===== config.mk =====
export PLATFORM = sky130hd
export DESIGN_NAME = mem_port_arbiter_flat
export DESIGN_NICKNAME = d
export VERILOG_FILES = /design/src/rtl/mem_port_arbiter_if.sv /design/src/rtl/mem_port_arbiter.sv /design/src/flat_wrapper.sv
export SDC_FILE = /design/constraint.sdc
export NUM_CORES = 1
export LEC_CHECK = 0
export BUFFER_PORTS_ARGS = -buffer_cell sky130_fd_sc_hd__clkbuf_2
export CAP_MARGIN = 20
export CORE_MARGIN = 2
export CORE_UTILIZATION = 25
export CTS_CLUSTER_DIAMETER = 30
export DETAILED_ROUTE_END_ITERATION = 10
export PLACE_DENSITY_LB_ADDON = 0.25
export SYNTH_ARGS = -nofsm -noshare
export SYNTH_HDL_FRONTEND = slang
export SYNTH_SLANG_ARGS = --single-unit

===== constraint.sdc =====
create_clock -name clk -period 1.6 [get_ports clk]
set_input_delay 0.32 -clock clk [delete_from_list [all_inputs] [get_ports clk]]
set_output_delay 0.32 -clock clk [all_outputs]
set_load 0.01 [all_outputs]

===== src/rtl/mem_port_arbiter_if.sv =====
// Bundle of the two requester ports and the memory port shared by mem_port_arbiter.
// The arbiter uses the slave modport; the environment (requesters + memory) uses master.
interface mem_port_arbiter_if #(
  parameter int AW = 32,
  parameter int DW = 32
);
  // Requester side: req is held with we/addr/wdata until the one-cycle ready pulse,
  // and must drop in the ready cycle or a new access is taken immediately.
  // Memory side: en stays high until a one-cycle ack (any latency) or an abort.
  logic          cpu_req;
  logic          cpu_we;
  logic [AW-1:0] cpu_addr;
  logic [DW-1:0] cpu_wdata;
  logic [DW-1:0] cpu_rdata;
  logic          cpu_ready;

  logic          ext_req;
  logic          ext_we;
  logic [AW-1:0] ext_addr;
  logic [DW-1:0] ext_wdata;
  logic [DW-1:0] ext_rdata;
  logic          ext_ready;

  logic          err;

  logic          mem_en;
  logic          mem_we;
  logic [AW-1:0] mem_addr;
  logic [DW-1:0] mem_wdata;
  logic [DW-1:0] mem_rdata;
  logic          mem_ack;

  modport slave (
    input  cpu_req, cpu_we, cpu_addr, cpu_wdata,
    output cpu_rdata, cpu_ready,
    input  ext_req, ext_we, ext_addr, ext_wdata,
    output ext_rdata, ext_ready,
    output err,
    output mem_en, mem_we, mem_addr, mem_wdata,
    input  mem_rdata, mem_ack
  );

  modport master (
    output cpu_req, cpu_we, cpu_addr, cpu_wdata,
    input  cpu_rdata, cpu_ready,
    output ext_req, ext_we, ext_addr, ext_wdata,
    input  ext_rdata, ext_ready,
    input  err,
    input  mem_en, mem_we, mem_addr, mem_wdata,
    output mem_rdata, mem_ack
  );
endinterface


===== src/rtl/mem_port_arbiter.sv =====
// Two-requester arbiter for the unified memory port: CPU priority with a bounded
// run while EXT waits, en/ack memory sequencing and a watchdog abort.
module mem_port_arbiter #(
  parameter int AW          = 32,
  parameter int DW          = 32,
  parameter int TIMEOUT     = 15,
  parameter int MAX_CPU_RUN = 4
) (
  input  logic                 clk,
  input  logic                 rst,
  mem_port_arbiter_if.slave    bus,
  output logic                 dbg_state
);
  localparam int TW = $clog2(TIMEOUT + 1);
  localparam int RW = $clog2(MAX_CPU_RUN + 1);

  typedef enum logic {IDLE, ACCESS} state_t;

  state_t        state, state_nxt;
  logic          owner_ext;
  logic          r_we;
  logic [AW-1:0] r_addr;
  logic [DW-1:0] r_wdata;
  logic [TW-1:0] tmo_cnt;
  logic [RW-1:0] run_cnt;
  logic [DW-1:0] cpu_rdata_q, ext_rdata_q;
  logic          cpu_ready_q, ext_ready_q, err_q;

  logic          grant, grant_ext, done_ok, done_abort;
  logic [DW-1:0] rd_val;

  always_comb begin
    state_nxt  = state;
    grant      = 1'b0;
    grant_ext  = 1'b0;
    done_ok    = 1'b0;
    done_abort = 1'b0;
    case (state)
      IDLE: begin
        if (bus.cpu_req || bus.ext_req) begin
          grant     = 1'b1;
          // EXT only overtakes a requesting CPU once the CPU has used up its run.
          grant_ext = bus.ext_req && (!bus.cpu_req || run_cnt == RW'(MAX_CPU_RUN));
          state_nxt = ACCESS;
        end
      end
      ACCESS: begin
        if (bus.mem_ack) begin
          done_ok   = 1'b1;
          state_nxt = IDLE;
        end else if (tmo_cnt == TW'(TIMEOUT - 1)) begin
          done_abort = 1'b1;
          state_nxt  = IDLE;
        end
      end
      default: state_nxt = IDLE;
    endcase
  end

  assign rd_val = done_ok ? bus.mem_rdata : '0;

  always_ff @(posedge clk) begin
    if (rst) begin
      state       <= IDLE;
      owner_ext   <= 1'b0;
      r_we        <= 1'b0;
      r_addr      <= '0;
      r_wdata     <= '0;
      tmo_cnt     <= '0;
      run_cnt     <= '0;
      cpu_rdata_q <= '0;
      ext_rdata_q <= '0;
      cpu_ready_q <= 1'b0;
      ext_ready_q <= 1'b0;
      err_q       <= 1'b0;
    end else begin
      state       <= state_nxt;
      cpu_ready_q <= 1'b0;
      ext_ready_q <= 1'b0;
      err_q       <= 1'b0;
      if (grant) begin
        owner_ext <= grant_ext;
        r_we      <= grant_ext ? bus.ext_we    : bus.cpu_we;
        r_addr    <= grant_ext ? bus.ext_addr  : bus.cpu_addr;
        r_wdata   <= grant_ext ? bus.ext_wdata : bus.cpu_wdata;
        tmo_cnt   <= '0;
        if (grant_ext || !bus.ext_req) begin
          run_cnt <= '0;
        end else if (run_cnt != RW'(MAX_CPU_RUN)) begin
          run_cnt <= run_cnt + 1'b1;
        end
      end
      if (state == ACCESS && !bus.mem_ack) begin
        tmo_cnt <= tmo_cnt + 1'b1;
      end
      if (done_ok || done_abort) begin
        cpu_ready_q <= !owner_ext;
        ext_ready_q <= owner_ext;
        err_q       <= done_abort;
        // Writes leave the owner's read data untouched, aborted or not.
        if (!r_we) begin
          if (owner_ext) ext_rdata_q <= rd_val;
          else           cpu_rdata_q <= rd_val;
        end
      end
    end
  end

  assign bus.mem_en    = (state == ACCESS);
  assign bus.mem_we    = (state == ACCESS) && r_we;
  assign bus.mem_addr  = (state == ACCESS) ? r_addr  : '0;
  assign bus.mem_wdata = (state == ACCESS) ? r_wdata : '0;
  assign bus.cpu_rdata = cpu_rdata_q;
  assign bus.ext_rdata = ext_rdata_q;
  assign bus.cpu_ready = cpu_ready_q;
  assign bus.ext_ready = ext_ready_q;
  assign bus.err       = err_q;
  assign dbg_state     = (state == ACCESS);
endmodule


===== src/flat_wrapper.sv =====
// flat-port wrapper written by rule: the top's interface ports become plain ports
module mem_port_arbiter_flat 
#(
  parameter int AW          = 32,
  parameter int DW          = 32,
  parameter int TIMEOUT     = 15,
  parameter int MAX_CPU_RUN = 4
)
  (clk, rst, dbg_state, bus_cpu_req, bus_cpu_we, bus_cpu_addr, bus_cpu_wdata, bus_cpu_rdata, bus_cpu_ready, bus_ext_req, bus_ext_we, bus_ext_addr, bus_ext_wdata, bus_ext_rdata, bus_ext_ready, bus_err, bus_mem_en, bus_mem_we, bus_mem_addr, bus_mem_wdata, bus_mem_rdata, bus_mem_ack);
  mem_port_arbiter_if #(.AW(AW), .DW(DW)) bus_i ();
  input  logic clk;
  input  logic rst;
  output logic dbg_state;
  input wire logic [$bits(bus_i.cpu_req)-1:0] bus_cpu_req;
  input wire logic [$bits(bus_i.cpu_we)-1:0] bus_cpu_we;
  input wire logic [$bits(bus_i.cpu_addr)-1:0] bus_cpu_addr;
  input wire logic [$bits(bus_i.cpu_wdata)-1:0] bus_cpu_wdata;
  output wire logic [$bits(bus_i.cpu_rdata)-1:0] bus_cpu_rdata;
  output wire logic [$bits(bus_i.cpu_ready)-1:0] bus_cpu_ready;
  input wire logic [$bits(bus_i.ext_req)-1:0] bus_ext_req;
  input wire logic [$bits(bus_i.ext_we)-1:0] bus_ext_we;
  input wire logic [$bits(bus_i.ext_addr)-1:0] bus_ext_addr;
  input wire logic [$bits(bus_i.ext_wdata)-1:0] bus_ext_wdata;
  output wire logic [$bits(bus_i.ext_rdata)-1:0] bus_ext_rdata;
  output wire logic [$bits(bus_i.ext_ready)-1:0] bus_ext_ready;
  output wire logic [$bits(bus_i.err)-1:0] bus_err;
  output wire logic [$bits(bus_i.mem_en)-1:0] bus_mem_en;
  output wire logic [$bits(bus_i.mem_we)-1:0] bus_mem_we;
  output wire logic [$bits(bus_i.mem_addr)-1:0] bus_mem_addr;
  output wire logic [$bits(bus_i.mem_wdata)-1:0] bus_mem_wdata;
  input wire logic [$bits(bus_i.mem_rdata)-1:0] bus_mem_rdata;
  input wire logic [$bits(bus_i.mem_ack)-1:0] bus_mem_ack;
  assign bus_i.cpu_req = bus_cpu_req;
  assign bus_i.cpu_we = bus_cpu_we;
  assign bus_i.cpu_addr = bus_cpu_addr;
  assign bus_i.cpu_wdata = bus_cpu_wdata;
  assign bus_cpu_rdata = bus_i.cpu_rdata;
  assign bus_cpu_ready = bus_i.cpu_ready;
  assign bus_i.ext_req = bus_ext_req;
  assign bus_i.ext_we = bus_ext_we;
  assign bus_i.ext_addr = bus_ext_addr;
  assign bus_i.ext_wdata = bus_ext_wdata;
  assign bus_ext_rdata = bus_i.ext_rdata;
  assign bus_ext_ready = bus_i.ext_ready;
  assign bus_err = bus_i.err;
  assign bus_mem_en = bus_i.mem_en;
  assign bus_mem_we = bus_i.mem_we;
  assign bus_mem_addr = bus_i.mem_addr;
  assign bus_mem_wdata = bus_i.mem_wdata;
  assign bus_i.mem_rdata = bus_mem_rdata;
  assign bus_i.mem_ack = bus_mem_ack;
  mem_port_arbiter #(.AW(AW), .DW(DW), .TIMEOUT(TIMEOUT), .MAX_CPU_RUN(MAX_CPU_RUN)) u_core (.clk(clk), .rst(rst), .bus(bus_i), .dbg_state(dbg_state));
endmodule

Yosys cells after proc, flatten, opt, wreduce, memory -nomap -nowiden
Cells that the tools add are included.

operators by class
  magnitude comparators = 0
  shift operators = 0
  div/mod/pow operators = 0
  equality and inequality tests = 3
  reduce and logical (&&, ||, !) cells = 17
  multiplexer cells = 22
  add/sub/neg operators = 2
  bitwise gates (word level) = 4
  $mul = 0

operators with widths
  operator               number
  $mux W32               5
  $mux W1                12
  $mux W4                2
  $mux W3                2
  $reduce_and A3 Y1      2
  $add A4 B1 Y4 const B  1
  $eq A4 B4 Y1 const B   1
  $logic_not A1 Y1       4
  $logic_or A1 B1 Y1     4
  $not A1 Y1             4
  $reduce_bool A2 Y1     2
  $add A3 B1 Y3 const B  1
  $eq A3 B3 Y1 const B   1
  $logic_and A1 B1 Y1    3
  $ne A3 B3 Y1 const B   1
  $pmux W1 S2            1
  $reduce_and A2 Y1      1
  $reduce_or A2 Y1       1

word-level totals
  register bits = 141
  ROM bits = 0
  memory bits (writable) = 0
  memories = 0
  latch bits = 0

Logic depth before layout (Yosys ltp)
  depth in word-level cells = 8
  mapped depth = 7
  mapped depth without buffers = 5

Worst setup path after synthesis
Ideal clock, no wire load.

  kind = register -> register
  from = register u_core.tmo_cnt[0]
  to = register u_core.ext_rdata_q[1], in the netlist u_core.bus.ext_rdata[1]
  path buffers = 1
  clock period less this slack = 1.640 ns
  arrival time = 1.583 ns
  path slack = -0.040 ns
  stages on the path, launching flop included = 7
  cells stage by stage = dfxtp_1 -> inv_1 -> ha_1 -> and4_2 -> a311oi_4 -> buf_6 -> a22o_2

between the ends
  longest elaborated chain between the ends = 6

ends and longest elaborated chain
  element                      RTL line                 source
  from (decl)                  mem_port_arbiter.sv:24   logic [TW-1:0] tmo_cnt;
  from (signal assigned)       mem_port_arbiter.sv:94   tmo_cnt <= tmo_cnt + 1'b1;
  $eq A4 B4 Y1                 mem_port_arbiter.sv:51   end else if (tmo_cnt == TW'(TIMEOUT - 1)) begin
  $mux W1                      mem_port_arbiter.sv:51
  $mux W1                      mem_port_arbiter.sv:48   if (bus.mem_ack) begin
  $mux W1                      mem_port_arbiter.sv:38   case (state)
  $logic_or A1 B1 Y1           mem_port_arbiter.sv:96   if (done_ok || done_abort) begin
  $reduce_and A3 Y1 (no line)  --
  to (signal assigned)         mem_port_arbiter.sv:102  if (owner_ext) ext_rdata_q <= rd_val;
  to (decl)                    mem_port_arbiter.sv:26   logic [DW-1:0] cpu_rdata_q, ext_rdata_q;

No other way between the ends.
A chain may end at the register's enable or synchronous reset.

Worst setup path after layout
  from = register u_core.state, in the netlist u_core.bus.mem_en
  to = output bus_mem_wdata[14]

between the ends
  longest elaborated chain between the ends = 1

ends and longest elaborated chain
  element                 RTL line                 source
  from (decl)             mem_port_arbiter.sv:19   state_t state, state_nxt;
  from (signal assigned)  mem_port_arbiter.sv:77   state <= state_nxt;
  $mux W32                mem_port_arbiter.sv:112  assign bus.mem_wdata = (state == ACCESS) ? r_wdata : '0;
  to (decl)               flat_wrapper.sv:30       output wire logic [$bits(bus_i.mem_wdata)-1:0] bus_mem_wdata;

No other way between the ends.

==> impl_metrics.yaml <==
status:
  status: "complete, but fails checks"
  violations: "setup timing"
placed_design:
  dpl_worst_slack_ps: -2.96
  dp_hpwl_um: 13200
  gp_congestion: 0.730
  io_buffer_count: 300
routing:
  viasPerCell: 4.63
  dr.pass1.iters: 5
  drc: 0
  vias: 5634
  wl_um: 21000
  wl_per_cell_um: 17.3
  drtIter0Drc: 293
  drtAntennaViolNets: 0
critical_path:
  cp-end-kind: "output port"
  critPathMaxFanout: 6
  reg2regPathDepth: 7
  arrival_ps: 1350
  cp-endpoint: "bus_mem_wdata[14]"
  slowest_stage: "dfxtp_4"
  crit_family: "buffers and inverters"
  start_kind: "flop"
  worst_ep_required_time_ps: 1280
  critical_path.cell_chain: "buf_8 > clkbuf_16 > and2_4 > buf_6"
  r2r_start: "u_core.bus.mem_en"
  r2r-end: "u_core.bus.ext_rdata[15]"
  crit_type: "reg2out"
  reg2reg_slack_ps: -70
  path_depth: 4
  cp-startpoint: "u_core.bus.mem_en"
  critPathMaxStageDelay_ps: 360
  timing.critical_path.buf_inv: 3
pwr:
  p_leak_nw: 4.50
  power_frac_comb_pct: 17.3
  swShare_pct: 25.2
  p_clk_share_pct: 44.4
  totalPowerFinal_mw: 10.1
  p_sw_mw: 2.54
  seqPwrFrac_pct: 38.3
  p_int_mw: 7.52
  cellPowerDensity_nw_per_um2: 1050
  vdd_drop_max_mv: 0.641
global_route:
  grt_pass1_wl_um: 28800
  grt_max_degree: 61
  grt_util_all_layers_pct: 14.8
  antenna_found_initial: 0
  first_global_vias: 5434
  grt-ovfl-total: 0
timing:
  rsz0062_at_grt: "yes"
  finalCritPeriodShare_pct: 105
  finalSetupTns_ps: -4160
  slew_violations: 0
  slew_headroom_pct: 78.8
  period_needed_ps: 1670
  worst_pin_slew_ps: 317
  hold_slack_ps: 130
  fmax_mhz: 597
  finClkSkew_ps: 9.05
  finalHoldViolations: 0
  fin_ws_ps: -74.4
  finalSetupViolCount: 95
floorplanning:
  num_rows: 55
  initial_core_util_pct: 25.7
  ioPinCount: 301
  dieArea_um2: 24600
  die_h_um: 157
  die_w_um: 157
  coreArea_um2: 22800
clock_network:
  numCtsBuffers: 17
  clock_sinks: 141
  cts_tree: "yes"
  clk_latency_ps: 410
  hold_buffers: 0
  max-clock-path-buffers: 2
  clock-root-buffer: "clkbuf_16"
  htreeDepth: 4
  clk_pin_slew_ps: 60
cells_and_area:
  diodes: 0
  layout-drive-gt1-share_pct: 61.2
  nNetsFinal: 1062
  syn2layout_area_growth_pct: 63.5
  nFillCells: 2232
synth:
  synth_area_leaders: "dfxtp_1, o221a_2, and2_1, a21oi_1, a22o_1"
  yosysWarnings: 0
  avgSynthCellArea_um2: 10.2
  yosysTopAreaCell: "dfxtp_1"
  synth_most_common_cell: "dfxtp_1"
  ys_ff_latch: 141
  postSynthCellCount: 572
  syn_nets: 743
  yosysSeqAreaShare_pct: 48.2
  async_flop_share_pct: 0
  synth_edf_count: 0
  synth_ff_type: "dfxtp_1"
  synthTopCellsByCount: "dfxtp_1, inv_1, a21oi_1"
  synth_area_um2: 5850
  synth.top_cell.area_share_pct: 48.2
  synth_cell_types: 42
worst_hold_path:
  hp-class: "in2reg"
flow_run:
  maxCapViolations: 0
## logic make-up (layout without fill, tap and decap cells)
group / count (synthesis) / after routing / synth area share (%)
adders and majority gates: 4 / 4 / 0.855
buffers and inverters: 123 / 455 / 9.69
xor gates and xnor gates: 1 / 1 / 0.150
muxes: 1 / 1 / 0.171
AOI/OAI and AO/OA: 209 / 209 / 30.4
and+or+nand+nor: 93 / 93 / 10.5
DFF: 141 / 141 / 48.2
## power groups by stage
stage	logic [mW]	registers (mW)	clock network, mW
final	1.74	3.86	4.46
after global routing	1.89	3.88	4.74
after CTS	1.35	3.85	4.59
after detailed placement	1.31	3.92	0
after global placement	1.31	3.92	0
after floorplan	0.732	3.91	0
## area by class of cell
class	count	area, um2	share of cell area [%]
Timing Repair Buffer	353	2650	27.7
Inverter	70	263	2.75
Multi-Input combinational cell	308	2770	29.0
Clock buffer	20	447	4.67
Sequential cell	141	2830	29.6
Tap cell	313	392	4.09
Clock inverter	12	210	2.20
## registers in the layout, indices dropped and copies added, names as in the netlist
register,flops
u_core.owner_ext,1
u_core.tmo_cnt,4
u_core.bus.cpu_ready,1
u_core.bus.ext_ready,1
u_core.run_cnt,3
u_core.r_wdata,32
u_core.bus.mem_en,1
u_core.bus.err,1
u_core.r_we,1
u_core.bus.cpu_rdata,32
u_core.bus.ext_rdata,32
u_core.r_addr,32
## worst min-delay path by stage
stage | startpoint | cells after the start | to
6_report | bus_mem_rdata[0] | 2 | u_core.bus.ext_rdata[0]
5_1_grt | bus_mem_rdata[3] | 2 | u_core.bus.cpu_rdata[3]
4_1_cts | bus_mem_rdata[17] | 2 | u_core.bus.cpu_rdata[17]
3_5_place_dp | u_core.bus.cpu_rdata[22] | 1 | u_core.bus.cpu_rdata[22]
3_3_place_gp | u_core.bus.cpu_rdata[17] | 1 | u_core.bus.cpu_rdata[17]
2_1_floorplan | bus_mem_rdata[0] | 1 | u_core.bus.cpu_rdata[0]
## placed cells by master (no fill, tap or decap), drive strengths merged, types with 2 or more instances in the layout
cell	instances
a211oi	2
a21oi	69
a22o	64
a31oi	2
and2	65
and4b	2
buf	109
bufinv	5
clkbuf	264
clkinv	4
dfxtp	141
ha	4
inv	72
nand2b	4
nand3	4
nand3b	2
nor2	2
nor3	3
nor4b	2
o221a	65
or3	2
## stage by stage
stage	util [%]	instance area, um2	std cells
after floorplan	-	5850	572
after global placement	34.1	7780	1159
after detailed placement	34.1	7780	1159
after CTS	37.4	8520	1195
after global routing	42.0	9570	1217
final	42.0	9570	1217
## layer usage
metal	vias up	part of all wire [%]	GRT usage, %
met2	227	48	23.8
met4	0	1.1	4.59
met1	2670	41	18.0
met5	-	0	0
li1	2721	-	-
met3	16	9.2	6.33
## timing repair
| action | in CTS | in global routing |
|---|---|---|
| endpoints found under the setup margin | 99 | 194 |
| setup buffers | 3 | 10 |
| pin swaps | 0 | 88 |
| gates resized for setup | 9 | 235 |
| cloned | 1 | 12 |
(Power assumes the default switching activity.)
